`config.mk`:
```
export PLATFORM = sky130hd
export DESIGN_NAME = mem_wb_stage
export DESIGN_NICKNAME = d
export VERILOG_FILES = /design/src/rtl/mips_pkg.sv /design/src/rtl/mem_wait_timer.sv /design/src/rtl/mem_wb_stage.sv
export SDC_FILE = /design/constraint.sdc
export NUM_CORES = 1
export LEC_CHECK = 0
export BUFFER_PORTS_ARGS = -buffer_cell sky130_fd_sc_hd__buf_2
export CORE_ASPECT_RATIO = 0.9
export CORE_MARGIN = 8
export CORE_UTILIZATION = 44
export CTS_CLUSTER_SIZE = 12
export DETAILED_ROUTE_END_ITERATION = 16
export GPL_TIMING_DRIVEN = 0
export PLACE_DENSITY = 0.86
export SETUP_SLACK_MARGIN = 0.2
export SYNTH_ARGS = -nofsm -noshare
export SYNTH_HDL_FRONTEND = slang
export SYNTH_SLANG_ARGS = --single-unit
```
`constraint.sdc`:
```
create_clock -name clk -period 1.7 [get_ports clk]
set_input_delay 0.085 -clock clk [delete_from_list [all_inputs] [get_ports clk]]
set_output_delay 0.085 -clock clk [all_outputs]
set_load 0.02 [all_outputs]
```
`src/rtl/mips_pkg.sv`:
```
// Shared MIPS core types: write-back select encodings, the memory-stage FSM
// states and the MEM/WB slot record.
package mips_pkg;

   localparam logic [1:0] WB_ALU = 2'b00;
   localparam logic [1:0] WB_MEM = 2'b01;
   localparam logic [1:0] WB_PC4 = 2'b10;
   localparam logic [1:0] WB_ILL = 2'b11;

   typedef enum logic {
      IDLE,
      WAIT
   } mem_state_t;

   typedef struct packed {
      logic        valid;
      logic        reg_write;
      logic [31:0] alu_result;
      logic [31:0] mem_data;
      logic [31:0] pc_plus4;
      logic [4:0]  dest_reg;
      logic [1:0]  sel;
      logic        addr_err;
      logic        bus_err;
   } mem_wb_slot_t;

   // A bubble keeps the data fields and clears everything that has an effect.
   function automatic mem_wb_slot_t make_bubble(input mem_wb_slot_t s);
      mem_wb_slot_t b;
      b           = s;
      b.valid     = 1'b0;
      b.reg_write = 1'b0;
      b.addr_err  = 1'b0;
      b.bus_err   = 1'b0;
      return b;
   endfunction

endpackage

```
`src/rtl/mem_wait_timer.sv`:
```
// Wait-cycle counter for the data-memory port: clear, enable, and a flag
// raised when the count reaches COUNT_MAX.
module mem_wait_timer #(
   parameter int COUNT_MAX = 15
) (
   input  logic clk,
   input  logic rst_n,
   input  logic clear,
   input  logic enable,
   output logic terminal
);

   localparam int W = (COUNT_MAX > 0) ? $clog2(COUNT_MAX + 1) : 1;

   logic [W-1:0] count;

   // NOTE: non-blocking assignment so every flop samples pre-edge values.
   always_ff @(posedge clk) begin
      if (!rst_n) begin
         count <= '0;
      end else if (clear) begin
         count <= '0;
      end else if (enable) begin
         count <= count + W'(1);
      end
   end

   assign terminal = (count == W'(COUNT_MAX));

endmodule

```
`src/rtl/mem_wb_stage.sv`:
```
// MIPS memory-access stage and MEM/WB register: word load/store over a
// ready/ack port with stall, timeout, misalignment and flush handling.
module mem_wb_stage
   import mips_pkg::*;
#(
   parameter int TIMEOUT_CYCLES = 16
) (
   input  logic        clk,
   input  logic        rst_n,
   input  logic        in_valid,
   input  logic [31:0] alu_result,
   input  logic [31:0] store_data,
   input  logic [31:0] pc_plus4,
   input  logic [4:0]  dest_reg,
   input  logic        mem_read,
   input  logic        mem_write,
   input  logic        reg_write,
   input  logic [1:0]  wb_sel,
   input  logic        flush,
   output logic        dmem_req,
   output logic        dmem_we,
   output logic [31:0] dmem_addr,
   output logic [31:0] dmem_wdata,
   input  logic [31:0] dmem_rdata,
   input  logic        dmem_ack,
   output logic        stall,
   output logic        wb_valid,
   output logic        wb_reg_write,
   output logic [31:0] wb_alu_result,
   output logic [31:0] wb_mem_data,
   output logic [31:0] wb_pc_plus4,
   output logic        wb_sel_0,
   output logic        wb_sel_1,
   output logic [4:0]  wb_dest_reg,
   output logic        addr_err,
   output logic        bus_err
);

   mem_state_t   state, state_next;
   mem_wb_slot_t slot, slot_next;

   logic mem_access;
   logic aligned;
   logic mem_op;
   logic misaligned;
   logic terminal;
   logic timeout;

   assign mem_access = in_valid & (mem_read | mem_write);
   assign aligned    = (alu_result[1:0] == 2'b00);
   assign mem_op     = mem_access & aligned;
   assign misaligned = mem_access & ~aligned;

   // rst_n gates the request so a reset mid-access drops it immediately.
   assign dmem_req   = mem_op & ~flush & rst_n;
   assign dmem_we    = mem_write;
   assign dmem_addr  = {alu_result[31:2], 2'b00};
   assign dmem_wdata = store_data;

   assign timeout = (state == WAIT) & terminal & dmem_req & ~dmem_ack;
   assign stall   = dmem_req & ~dmem_ack & ~timeout;

   mem_wait_timer #(
      .COUNT_MAX (TIMEOUT_CYCLES - 1)
   ) u_wait_timer (
      .clk      (clk),
      .rst_n    (rst_n),
      .clear    (state == IDLE),
      .enable   (state == WAIT),
      .terminal (terminal)
   );

   // NOTE: every output of this block gets a default first, so no path can
   // leave one unassigned and infer a latch.
   always_comb begin
      state_next = state;
      slot_next  = make_bubble(slot);

      case (state)
         IDLE:    if (dmem_req & ~dmem_ack) state_next = WAIT;
         WAIT:    if (~dmem_req | dmem_ack | timeout) state_next = IDLE;
         default: state_next = IDLE;
      endcase

      if (!flush && !stall) begin
         slot_next.valid      = in_valid;
         slot_next.reg_write  = in_valid & reg_write & (wb_sel != WB_ILL)
                                & ~misaligned & ~timeout;
         slot_next.alu_result = alu_result;
         slot_next.pc_plus4   = pc_plus4;
         slot_next.dest_reg   = dest_reg;
         slot_next.sel        = (wb_sel == WB_ILL) ? WB_ALU : wb_sel;
         slot_next.addr_err   = misaligned;
         slot_next.bus_err    = timeout;
         // Load data only moves on a completed read; everything else holds it.
         if (mem_op & mem_read & dmem_ack) begin
            slot_next.mem_data = dmem_rdata;
         end
      end
   end

   always_ff @(posedge clk) begin
      if (!rst_n) begin
         state <= IDLE;
         slot  <= '0;
      end else begin
         state <= state_next;
         slot  <= slot_next;
      end
   end

   assign wb_valid      = slot.valid;
   assign wb_reg_write  = slot.reg_write;
   assign wb_alu_result = slot.alu_result;
   assign wb_mem_data   = slot.mem_data;
   assign wb_pc_plus4   = slot.pc_plus4;
   assign wb_sel_0      = slot.sel[0];
   assign wb_sel_1      = slot.sel[1];
   assign wb_dest_reg   = slot.dest_reg;
   assign addr_err      = slot.addr_err;
   assign bus_err       = slot.bus_err;

endmodule

```
Word-level counts from Yosys, hierarchy flattened
Cells that the tools add are included.
{"block": "totals", "ff_bits": 112, "inputBits": 143, "elab_cells": 52}
{"block": "op_classes", "addsub": 1, "n_eq_ne": 3, "muxes": 4, "n_bitwise": 26, "n_reduce_logical": 7}
{"cell": "bitwise AND 1 bit", "count": 16}
{"cell": "inverter 1 bit", "count": 7}
{"cell": "AND reduction 2 bit", "count": 3}
{"cell": "adder 4 x 1 -> 4 bit (second input constant)", "count": 1}
{"cell": "equality test 4 bit (second input constant)", "count": 1}
{"cell": "bitwise OR 1 bit", "count": 3}
{"cell": "equality test 2 bit (second input constant)", "count": 1}
{"cell": "logical NOT 1 bit", "count": 2}
{"cell": "logical NOT 2 bit", "count": 1}
{"cell": "2-to-1 mux 1 bit", "count": 2}
{"cell": "2-to-1 mux 2 bit", "count": 1}
{"cell": "inequality test 2 bit (second input constant)", "count": 1}
{"cell": "case mux 1 bit (2 select lines)", "count": 1}
{"cell": "logical AND 1 bit", "count": 1}

Depth between registers and ports, before layout
Gate-level depths: netlist (run 1).
{"block": "depth", "ltp_word": 12, "ltp_mapped": 6, "ltp_nobuf": 4}

Hierarchy
From an unflattened synthesis (run 1), not the netlist that was laid out.
{"block": "hier_totals", "hier_cells": 564, "hier_area_um2": 5216.3}
{"mod": "mem_wb_stage", "n_inst": 1, "cells_each": 546, "area_per_inst_um2": 5027.3, "seq_area_each_um2": 2162.1}
{"mod": "mem_wait_timer", "n_inst": 1, "cells_each": 18, "area_per_inst_um2": 188.9, "seq_area_each_um2": 80.1}

Worst setup path after synthesis (run 1)
OpenSTA, ideal clock, no wires.
{"block": "synth_timing", "kind": "flip-flop to flip-flop", "from": "register u_wait_timer.count[0]", "to": "register slot, in the netlist wb_alu_result[10]", "setup_time_ns": 0.072, "arrival_ns": 1.389, "slack_ns": 0.239, "stages_incl_launch_ff": 7, "n_path_buf": 2, "cell_sequence": "dfxtp_1 ha_1 a41oi_2 a31oi_1 buf_6 buf_8 mux2i_1"}
{"block": "synth_via", "elab_chain_cells": 8}
{"item": "start: declaration", "line": "mem_wait_timer.sv:15", "source": "logic [W-1:0] count;"}
{"item": "start signal: assignment", "line": "mem_wait_timer.sv:24", "source": "count <= count + W'(1);"}
{"item": "equality test 4 bit", "line": "mem_wait_timer.sv:28", "source": "assign terminal = (count == W'(COUNT_MAX));"}
{"item": "bitwise AND 1 bit (3 in series)", "line": "mem_wb_stage.sv:60", "source": "assign timeout = (state == WAIT) & terminal & dmem_req & ~dmem_ack;"}
{"item": "inverter 1 bit", "line": "mem_wb_stage.sv:61", "source": "assign stall = dmem_req & ~dmem_ack & ~timeout;"}
{"item": "bitwise AND 1 bit", "line": "mem_wb_stage.sv:61"}
{"item": "logical NOT 1 bit", "line": "mem_wb_stage.sv:85", "source": "if (!flush && !stall) begin"}
{"item": "logical AND 1 bit", "line": "mem_wb_stage.sv:85"}
{"item": "end signal: assignment", "line": "mem_wb_stage.sv:108", "source": "slot <= slot_next;"}
{"item": "end: declaration", "line": "mem_wb_stage.sv:40", "source": "mem_wb_slot_t slot, slot_next;"}
No other way between the ends.
A chain may end at the register's enable or synchronous reset.

Worst setup path in the final report (run 1)
{"block": "layout_timing", "from": "register u_wait_timer.count[1]", "to": "register slot, in the netlist wb_pc_plus4[4]"}
The elaborated chain is that of the path after synthesis.

==> run_results.csv, run 1 <==
group,metric,value,unit
run_status,status,"finished clean",
setup_path,critPathMaxFanout,8,
cts,cts_max_path_buffers,2,
global_routing,antenna_found_initial,3,
logic_synthesis,average_size_of_a_mapped_cell,8.727,µm²
worst_hold_path,hold_path_class,"input pin to flop",
cts,cts_num_sinks,112,
sta,worst_clock_skew,0.005302,ns
drt,drt_pass1_iterations,5,
drt,drt_wl_total,20730,µm
layout,finalCoreUtilization,72.40,%
setup_path,crit_required,1.97,ns
run,max_cap_viol_count,0,
power_and_ir_drop,vdd_drop_max,0.0006740,V
logic_synthesis,post_synth_instance_area,5210,µm²
sta,hold_violations,0,
drt,met3WireLength,1549,µm
sta,setup-violations-final,0,
logic_synthesis,seq_area_frac_synth,43.04,%
setup_path,worst-setup-path-type,"flop to flop",
layout,post_route_cells_drive_above_1_share,44.81,%
global_routing,grt_overflow_total,0,
layout,synthToLayoutAreaGrowth,59.53,%
global_routing,first_pass_grt_wire_length,30480,µm
logic_synthesis,yosys_warnings,0,
setup_path,end_kind,"flop",
layout,most-common-layout-cells,"295 x sky130_fd_sc_hd__buf_2, 142 x sky130_fd_sc_hd__nand2_1, 109 x sky130_fd_sc_hd__dfxtp_1",
logic_synthesis,netlist_instances,597,
logic_synthesis,synth.distinct_cells,28,
layout,post-route-cell-area,8312,µm²
layout,nNetsFinal,1132,
layout,fillerInstances,835,
placed_design,placedCellCount,1036,
placed_design,finalWeightedCongestion,0.8149,
sta,finalCritPeriodShare,94.68,%
drt,vias_per_cell,4.974,
global_routing,largest_net_degree_at_the_start_of_global_routing,19,
cts,cts_tree,"yes",
cts,ctsRootBufferMaster,"sky130_fd_sc_hd__clkbuf_16",
drt,detail_route.drc_violations,0,
cts,clock_latency,0.35,ns
sta,fmax,621.3,MHz
drt,detail_route.wirelength.met1,7832,µm
sta,final.min_clock_period,1.610,ns
die,initial_core_util,45.38,%
die,placeableCoreArea,11480,µm²
drt,dr.first_iter.drc_count,409,
drt,detail_route.wl_per_cell,18.00,µm
placed_design,placed_wire_length_estimate,13550,µm
placed_design,dpl_cell_area,6820,µm²
global_routing,track_usage,24.71,%
die,die-width,130.7,µm
die,floorplan.rows,37,
drt,route.top_layer_used,"met4",
cts,cts_max_level,3,
sta,maxSlewHeadroom,58.28,%
die,floorplan_die_area,15580,µm²
sta,final_max_slew_viol_count,0,
cts,cts-buffers-inserted,9,
global_routing,grt_pass1_vias,5832,
setup_path,setup.worst_path.start_class,"flop",
setup_path,critPathArrivalTime,1.88,ns
sta,rsz0062_at_grt,"true",
die,die_y,119.2,µm
drt,drt.antenna.violating_nets,0,
logic_synthesis,synth-seq-cells,112,
placed_design,buffer_ports.inserted,282,
sta,tightest_slew,0.6258,ns
layout,layout.cells.most_common,"sky130_fd_sc_hd__buf_2",
power_and_ir_drop,power_dens_cells,775.5,nW/µm²
drt,wl_met2,10580,µm
layout,finalNonFillerCells,1152,
cts,cts.reportedPaths.clkPinSlew,0.08,ns
die,number_of_i_o_pins,317,
power_and_ir_drop,power.leakage,4.126,nW
drt,vias,5730,
[layout make-up]
type	instances	area [µm²]	area share, %
diodes	3	7.507	0.09032
plain buffers	113	810.8	9.755
clock buffers	11	242.7	2.920
clock inverters	5	63.81	0.7677
inverters	34	127.6	1.535
multi-input cells	339	2117	25.47
flip-flops and latches	112	2248	27.05
well taps	156	195.2	2.348
repair buffers	379	2499	30.06
[metal layers]
| layer | track usage [%] | vias up |
|---|---|---|
| met5 | 0 | - |
| met4 | 11.76 | 0 |
| met3 | 6.690 | 64 |
| met2 | 42.97 | 276 |
| met1 | 27.19 | 2675 |
| li1 | - | 2715 |
[repair_timing]
| item | CTS | global route |
|---|---|---|
| hold buffers | 80 | 0 |
| setup buffers | 7 | 3 |
| resized for setup | 16 | 8 |
| endpoints found under the hold margin | 81 | 0 |
| setup endpoints to repair | 72 | 72 |
| pin swaps | 3 | 3 |
| cloned | 2 | 5 |
[worst paths after layout]
kind                                     from                          endpoint  slack (ns)  cells after the start
max          u_wait_timer.count[1]$_SDFF_PN0_       wb_pc_plus4[4]$_SDFFE_PN0P_        0.09                      7
min                            dmem_rdata[24]      wb_mem_data[24]$_SDFFE_PN0P_       0.006                      3
max reg2reg  u_wait_timer.count[1]$_SDFF_PN0_       wb_pc_plus4[4]$_SDFFE_PN0P_        0.09                      7
min reg2reg  u_wait_timer.count[0]$_SDFF_PN0_  u_wait_timer.count[0]$_SDFF_PN0_        0.45                      1
[cell families after synthesis]
| kind of cell | Yosys count | synth area share, % |
|---|---|---|
| AO/OA/AOI/OAI | 71 | 9.438 |
| XOR/XNOR | 2 | 0.3363 |
| adder cells (fa/ha/maj) | 1 | 0.2401 |
| buffers and inverters | 147 | 17.34 |
| flip-flops | 112 | 43.04 |
| multiplexers | 69 | 13.26 |
| other | 1 | 0.07198 |
| AND/OR/NAND/NOR | 194 | 16.28 |
[per-stage QoR]
step                hold WS (ns)  worst slack (ns)  TNS [ns]  power, mW
floorplan                 0.1625            0.2392         0      3.576
global placement          0.3273           0.01729         0      4.009
detailed placement        0.3331          -0.03293  -0.06010      4.026
CTS                    0.0005435            0.1295         0      6.380
global route            0.003984           0.02084         0      6.674
finish                  0.005648           0.09038         0      6.446
[Yosys cell counts (all sizes together)]
library cell	number	area, µm²
ha	1	12.51
mux2i	69	690.7
xnor2	1	8.760
inv	34	127.6
nand2	142	533.0
nand3	2	10.01
o21ai	2	10.01
a41oi	1	16.27
clkbuf	23	86.33
and3	1	6.260
nor3	2	10.01
a31o	32	280.3
nor2	5	18.77
a31oi	2	12.51
nand3b	4	30.03
buf	90	689.4
conb	1	3.750
xor2	1	8.760
nor2b	3	18.77
dfxtp	112	2242
nand4	34	212.7
and3b	1	8.760
o21a	1	7.510
a21oi	33	165.2
[report_power, final]
part | leakage [nW] | internal (mW) | switching, mW | total (mW)
clock network | 0.147 | 1.20 | 0.991 | 2.19
registers | 0.918 | 2.74 | 0.0601 | 2.80
logic | 3.06 | 0.677 | 0.783 | 1.46
[worst max-delay path, stage by stage (launching register included)]
cell and delay, ns:
sky130_fd_sc_hd__dfxtp_2 0.36, sky130_fd_sc_hd__ha_4 0.15, sky130_fd_sc_hd__a41oi_4 0.11, sky130_fd_sc_hd__a31oi_2 0.24, sky130_fd_sc_hd__buf_6 0.16, sky130_fd_sc_hd__buf_12 0.16, sky130_fd_sc_hd__buf_12 0.13, sky130_fd_sc_hd__mux2i_2 0.22
No activity file was read; power rests on OpenSTA's default activity.
==> run 2: changes to the inputs <==
- CORE_ASPECT_RATIO: 0.9 -> unset
- HOLD_SLACK_MARGIN: unset -> 0.02
==> run_results.csv, run 2 (same netlist as run 1, synthesis figures left out) <==
group,metric,value,unit
power_and_ir_drop,comb_power_share,23.3,%
setup_path,worst-setup-path-type,"flop to flop",
die,die_y,124.8,µm
global_routing,track_usage,25.78,%
cts,cts.reportedPaths.clkPinSlew,0.07,ns
cts,cts_num_sinks,112,
power_and_ir_drop,power.leakage,4.230,nW
placed_design,dpl_cell_area,6804,µm²
power_and_ir_drop,net-switching-power,1.804,mW
global_routing,antenna_found_initial,4,
die,floorplan.rows,39,
drt,drt_pass1_iterations,5,
drt,drt_wl_total,21650,µm
cts,cts_max_level,3,
sta,tns,0,ns
drt,drt.antenna.violating_nets,0,
drt,detail_route.drc_violations,0,
global_routing,grt_overflow_total,0,
setup_path,crit_required,1.96,ns
sta,hold_violations,0,
global_routing,grt_pass1_vias,6410,
drt,vias_per_cell,5.193,
setup_path,setup.worst_path.start_class,"flop",
setup_path,critical_path.cell_chain,"ha_4 -> a41oi_4 -> a31oi_2 -> buf_6 -> buf_12 -> buf_12 -> mux2i_1",
sta,tightest_slew,0.6072,ns
global_routing,largest_net_degree_at_the_start_of_global_routing,17,
power_and_ir_drop,power.switching_fraction,27.80,%
run,max_cap_viol_count,0,
layout,synthToLayoutAreaGrowth,63.98,%
power_and_ir_drop,p_int,4.686,mW
setup_path,cp_slowest_stage_delay,0.36,ns
cts,cts-buffers-inserted,9,
layout,finalNonFillerCells,1164,
sta,worst_clock_skew,0.006108,ns
setup_path,end_kind,"flop",
cts,cts_max_path_buffers,2,
layout,layout.cells.most_common,"sky130_fd_sc_hd__buf_2",
sta,rsz0062_at_grt,"true",
placed_design,placedCellCount,1023,
die,placeableCoreArea,11470,µm²
sta,maxSlewHeadroom,59.52,%
drt,vias,6045,
die,initial_core_util,45.43,%
layout,most-common-layout-cells,"295 x sky130_fd_sc_hd__buf_2, 142 x sky130_fd_sc_hd__nand2_1, 109 x sky130_fd_sc_hd__dfxtp_1",
placed_design,finalWeightedCongestion,0.8584,
cts,cts_tree,"yes",
power_and_ir_drop,power_dens_cells,759.7,nW/µm²
setup_path,cp_common_cell,"sky130_fd_sc_hd__buf_12",
power_and_ir_drop,power.sequential.fraction,43.1,%
layout,post_route_cells_drive_above_1_share,43.26,%
layout,nNetsFinal,1156,
layout,post-route-cell-area,8543,µm²
placed_design,buffer_ports.inserted,282,
power_and_ir_drop,relative_contribution_of_the_clock_network_to_total_power,33.6,%
drt,dr.first_iter.drc_count,526,
cts,clock_latency,0.34,ns
sta,fmax,639.0,MHz
global_routing,first_pass_grt_wire_length,33060,µm
die,floorplan_die_area,15580,µm²
drt,detail_route.wl_per_cell,18.60,µm
sta,final.min_clock_period,1.565,ns
placed_design,placed_wire_length_estimate,13580,µm
setup_path,critPathMaxFanout,5,
sta,final_worst_setup_slack,0.1351,ns
cts,ctsRootBufferMaster,"sky130_fd_sc_hd__clkbuf_16",
sta,setup-violations-final,0,
run_status,status,"finished clean",
die,number_of_i_o_pins,317,
setup_path,critPathArrivalTime,1.82,ns
placed_design,pre_cts_ws,-0.03299,ns
sta,finalCritPeriodShare,92.06,%
worst_hold_path,hold_path_class,"input pin to flop",
setup_path,library_cell_contributing_the_largest_single_delay_on_the_critical_path,"sky130_fd_sc_hd__dfxtp_2",
power_and_ir_drop,vdd_drop_max,0.0006848,V
die,die-width,124.8,µm
sta,final_max_slew_viol_count,0,
[run 2: per-layer routing]
metal | wire length [µm] | part of all wire (%) | track usage, % | up-vias
li1 | - | - | - | 2767
met3 | 1507 | 7.0 | 6.255 | 123
met5 | 0 | 0 | 0 | -
met1 | 7875 | 36 | 27.02 | 2795
met4 | 1519 | 7.0 | 18.91 | 0
met2 | 10750 | 50 | 44.27 | 360
[run 2: area by class of cell]
type / count / area, µm²
plain buffers: 113 / 810.8
well taps: 143 / 178.9
clock inverters: 2 / 37.54
multi-input cells: 339 / 2106
fillers: 742 / 2924
flip-flops and latches: 112 / 2246
inverters: 34 / 127.6
clock buffers: 14 / 264.0
diodes: 4 / 10.01
repair buffers: 403 / 2763
[run 2: final timing paths]
check	from	to	slack, ns	cells past startpoint
min	alu_result[14]	wb_alu_result[14]$_SDFFE_PN0P_	0.03	3
max	u_wait_timer.count[1]$_SDFF_PN0_	wb_alu_result[4]$_SDFFE_PN0P_	0.14	7
min reg2reg	wb_alu_result[1]$_SDFFE_PN0P_	wb_alu_result[1]$_SDFFE_PN0P_	0.45	2
max reg2reg	u_wait_timer.count[1]$_SDFF_PN0_	wb_alu_result[4]$_SDFFE_PN0P_	0.14	7
[run 2: repair_timing]
| action | 4_1_cts | 5_1_grt |
|---|---|---|
| hold buffers | 104 | 0 |
| gates resized for setup | 15 | 6 |
| cloned | 3 | 4 |
| buffers inserted | 8 | 2 |
| pin swaps | 3 | 1 |
| hold endpoints to repair | 103 | 0 |
| setup endpoints to repair | 72 | 72 |
[run 2: worst max-delay path: cells and delay by family (launching register included)]
kind	cells	cell delay, ns
multiplexers	1	0.22
buffers and inverters	3	0.44
AO/OA/AOI/OAI	2	0.32
flip-flops	1	0.36
adder cells (fa/ha/maj)	1	0.15
[run 2: per-stage QoR]
step	hold slack, ns	total power, mW	util (%)
after detailed placement	0.3277	4.025	59.33
after global placement	0.3276	4.008	59.33
after CTS	0.02669	6.426	73.21
after floorplan	0.1625	3.576	-
final	0.03417	6.490	74.50
after global routing	0.04082	6.721	74.50
[run 2: power groups by stage]
stage / Combinational, mW / Clock (mW) / Sequential, mW
2_1_floorplan: 0.584 / 0 / 2.99
3_3_place_gp: 1.16 / 0 / 2.85
3_5_place_dp: 1.18 / 0 / 2.85
4_1_cts: 1.44 / 2.19 / 2.79
5_1_grt: 1.60 / 2.31 / 2.81
6_report: 1.52 / 2.18 / 2.80
==> run 3: changes to the inputs <==
- CORE_AREA: unset -> 2 2 122 124
- CORE_MARGIN: 8 -> unset
- CORE_UTILIZATION: 44 -> unset
- DIE_AREA: unset -> 0 0 124 126
- PLACE_DENSITY: 0.86 -> 0.75
==> run_results.csv, run 3 (same netlist as run 1, synthesis figures left out) <==
group,metric,value,unit
run_status,status,"finished clean",
setup_path,crit_required,1.98,ns
cts,cts_max_path_buffers,2,
layout,finalCoreUtilization,59.79,%
setup_path,worst_r2r_path_depth,7,
die,floorplan.rows,44,
power_and_ir_drop,vdd_drop_max,0.0004225,V
run,max_cap_viol_count,0,
setup_path,setup.worst_path.start_class,"flop",
cts,ctsRootBufferMaster,"sky130_fd_sc_hd__clkbuf_16",
worst_hold_path,worstHoldEndpoint,"wb_sel_0$_SDFFE_PN0P_",
global_routing,first_pass_grt_wire_length,27120,µm
sta,timing.hold.ws,0.03297,ns
setup_path,end_kind,"flop",
global_routing,largest_net_degree_at_the_start_of_global_routing,20,
layout,post_route_cells_drive_above_1_share,43.36,%
sta,setup-violations-final,0,
setup_path,worst-setup-path-type,"flop to flop",
cts,cts_max_level,3,
sta,worst_clock_skew,0.009080,ns
drt,detail_route.drc_violations,0,
sta,tightest_slew,0.5832,ns
power_and_ir_drop,power.leakage,4.215,nW
sta,maxSlewHeadroom,61.12,%
layout,finalNonFillerCells,1204,
worst_hold_path,hold_path_class,"input pin to flop",
setup_path,regToRegSetupSlack,0.14,ns
worst_hold_path,hold_path.startpoint,"wb_sel[0]",
die,initial_core_util,36.40,%
global_routing,track_usage,21.98,%
setup_path,worst_r2r_endpoint,"wb_alu_result[4]$_SDFFE_PN0P_",
power_and_ir_drop,power_dens_cells,756.3,nW/µm²
sta,final_max_slew_viol_count,0,
placed_design,placedCellCount,1064,
layout,synthToLayoutAreaGrowth,64.27,%
placed_design,placed_wire_length_estimate,11470,µm
placed_design,buffer_ports.inserted,282,
sta,hold_violations,0,
cts,cts.reportedPaths.clkPinSlew,0.08,ns
drt,drt_wl_total,17840,µm
drt,detail_route.wl_per_cell,14.81,µm
global_routing,grt_pass1_vias,5530,
die,number_of_i_o_pins,317,
setup_path,critPathArrivalTime,1.84,ns
drt,vias,5685,
placed_design,finalWeightedCongestion,0.8392,
cts,cts-buffers-inserted,9,
cts,cts_tree,"yes",
sta,rsz0062_at_grt,"true",
die,die-width,124,µm
drt,vias_per_cell,4.722,
sta,finalCritPeriodShare,92.03,%
drt,drt_pass1_iterations,5,
cts,clock_latency,0.36,ns
layout,most-common-layout-cells,"295 x sky130_fd_sc_hd__buf_2, 142 x sky130_fd_sc_hd__nand2_1, 110 x sky130_fd_sc_hd__dfxtp_1",
setup_path,critPathMaxFanout,10,
layout,layout.cells.most_common,"sky130_fd_sc_hd__buf_2",
global_routing,grt_overflow_total,0,
die,placeableCoreArea,14310,µm²
worst_hold_path,timing.hold.worst_path_depth,3,
layout,nNetsFinal,1156,
global_routing,antenna_found_initial,2,
drt,drt.antenna.violating_nets,0,
sta,fmax,639.2,MHz
die,die_y,126,µm
setup_path,worst_r2r_startpoint,"u_wait_timer.count[1]$_SDFF_PN0_",
drt,dr.first_iter.drc_count,296,
die,floorplan_die_area,15620,µm²
sta,final.min_clock_period,1.565,ns
cts,cts_num_sinks,112,
## run 3: cell types whose count changed in the layout (fill, tap and decap cells not counted), moves of 2 or more
cell                            delta
sky130_fd_sc_hd__clkbuf_1          -5
sky130_fd_sc_hd__clkbuf_16         -3
sky130_fd_sc_hd__dlygate4sd3_1     +3
sky130_fd_sc_hd__inv_6             +3
sky130_fd_sc_hd__clkbuf_2          +2
sky130_fd_sc_hd__clkbuf_8          -2
## run 3: critical path: stages, from the launching register on
cell and delay [ns]:
sky130_fd_sc_hd__dfxtp_2 0.35, sky130_fd_sc_hd__ha_4 0.15, sky130_fd_sc_hd__a41oi_4 0.10, sky130_fd_sc_hd__a31oi_1 0.23, sky130_fd_sc_hd__buf_6 0.17, sky130_fd_sc_hd__buf_12 0.13, sky130_fd_sc_hd__buf_12 0.14, sky130_fd_sc_hd__mux2i_1 0.21
## run 3: worst max-delay path by stage
stage	endpoint	depth (start not counted)	slack [ns]	start
final	wb_alu_result[4]$_SDFFE_PN0P_	7	0.14	u_wait_timer.count[1]$_SDFF_PN0_
after global routing	wb_alu_result[4]$_SDFFE_PN0P_	7	0.08	u_wait_timer.count[1]$_SDFF_PN0_
after CTS	wb_pc_plus4[7]$_SDFFE_PN0P_	7	0.15	u_wait_timer.count[1]$_SDFF_PN0_
after detailed placement	wb_pc_plus4[7]$_SDFFE_PN0P_	6	-0.03	u_wait_timer.count[0]$_SDFF_PN0_
after global placement	wb_pc_plus4[9]$_SDFFE_PN0P_	6	0.03	u_wait_timer.count[0]$_SDFF_PN0_
after floorplan	wb_alu_result[10]$_SDFFE_PN0P_	6	0.24	u_wait_timer.count[0]$_SDFF_PN0_
## run 3: layer usage
metal / share of wire (%) / vias to the layer above / GRT usage [%]
met5: 0 / - / 0
li1: - / 2754 / -
met1: 40 / 2590 / 25.31
met2: 49 / 270 / 37.62
met4: 4.7 / 0 / 12.10
met3: 6.7 / 71 / 4.484
## run 3: area by class of cell
class,instances,area (µm²)
flip-flops and latches,112,2245
repair buffers,403,2721
fillers,1238,5756
well taps,184,230.2
diodes,3,7.507
plain buffers,113,813.3
clock inverters,7,77.57
inverters,34,127.6
multi-input cells,339,2111
clock buffers,9,225.2
## run 3: power breakdown
group          internal, mW  leakage (nW)  switching [mW]
Clock                  1.16         0.147            1.06
Combinational         0.712          3.15           0.752
Sequential             2.74         0.918          0.0547
Total                  4.61          4.21            1.86
## run 3: through the flow
| stage | cell area, µm² | worst slack [ns] | TNS, ns | power [mW] |
|---|---|---|---|---|
| floorplan | 5214 | 0.2392 | 0 | 3.576 |
| global placement | 6855 | 0.02858 | 0 | 3.991 |
| detailed placement | 6855 | -0.03038 | -0.4126 | 4.004 |
| CTS | 8504 | 0.1478 | 0 | 6.467 |
| global route | 8553 | 0.07871 | 0 | 6.738 |
| finish | 8558 | 0.1354 | 0 | 6.473 |
## run 3: repair_timing
item / 4_1_cts / 5_1_grt
hold endpoints to repair: 105 / 0
pin swaps: 3 / 1
gates cloned: 4 / 1
hold buffers: 107 / 0
setup endpoints to repair: 72 / 91
setup buffers: 9 / 0
resized for setup: 17 / 8
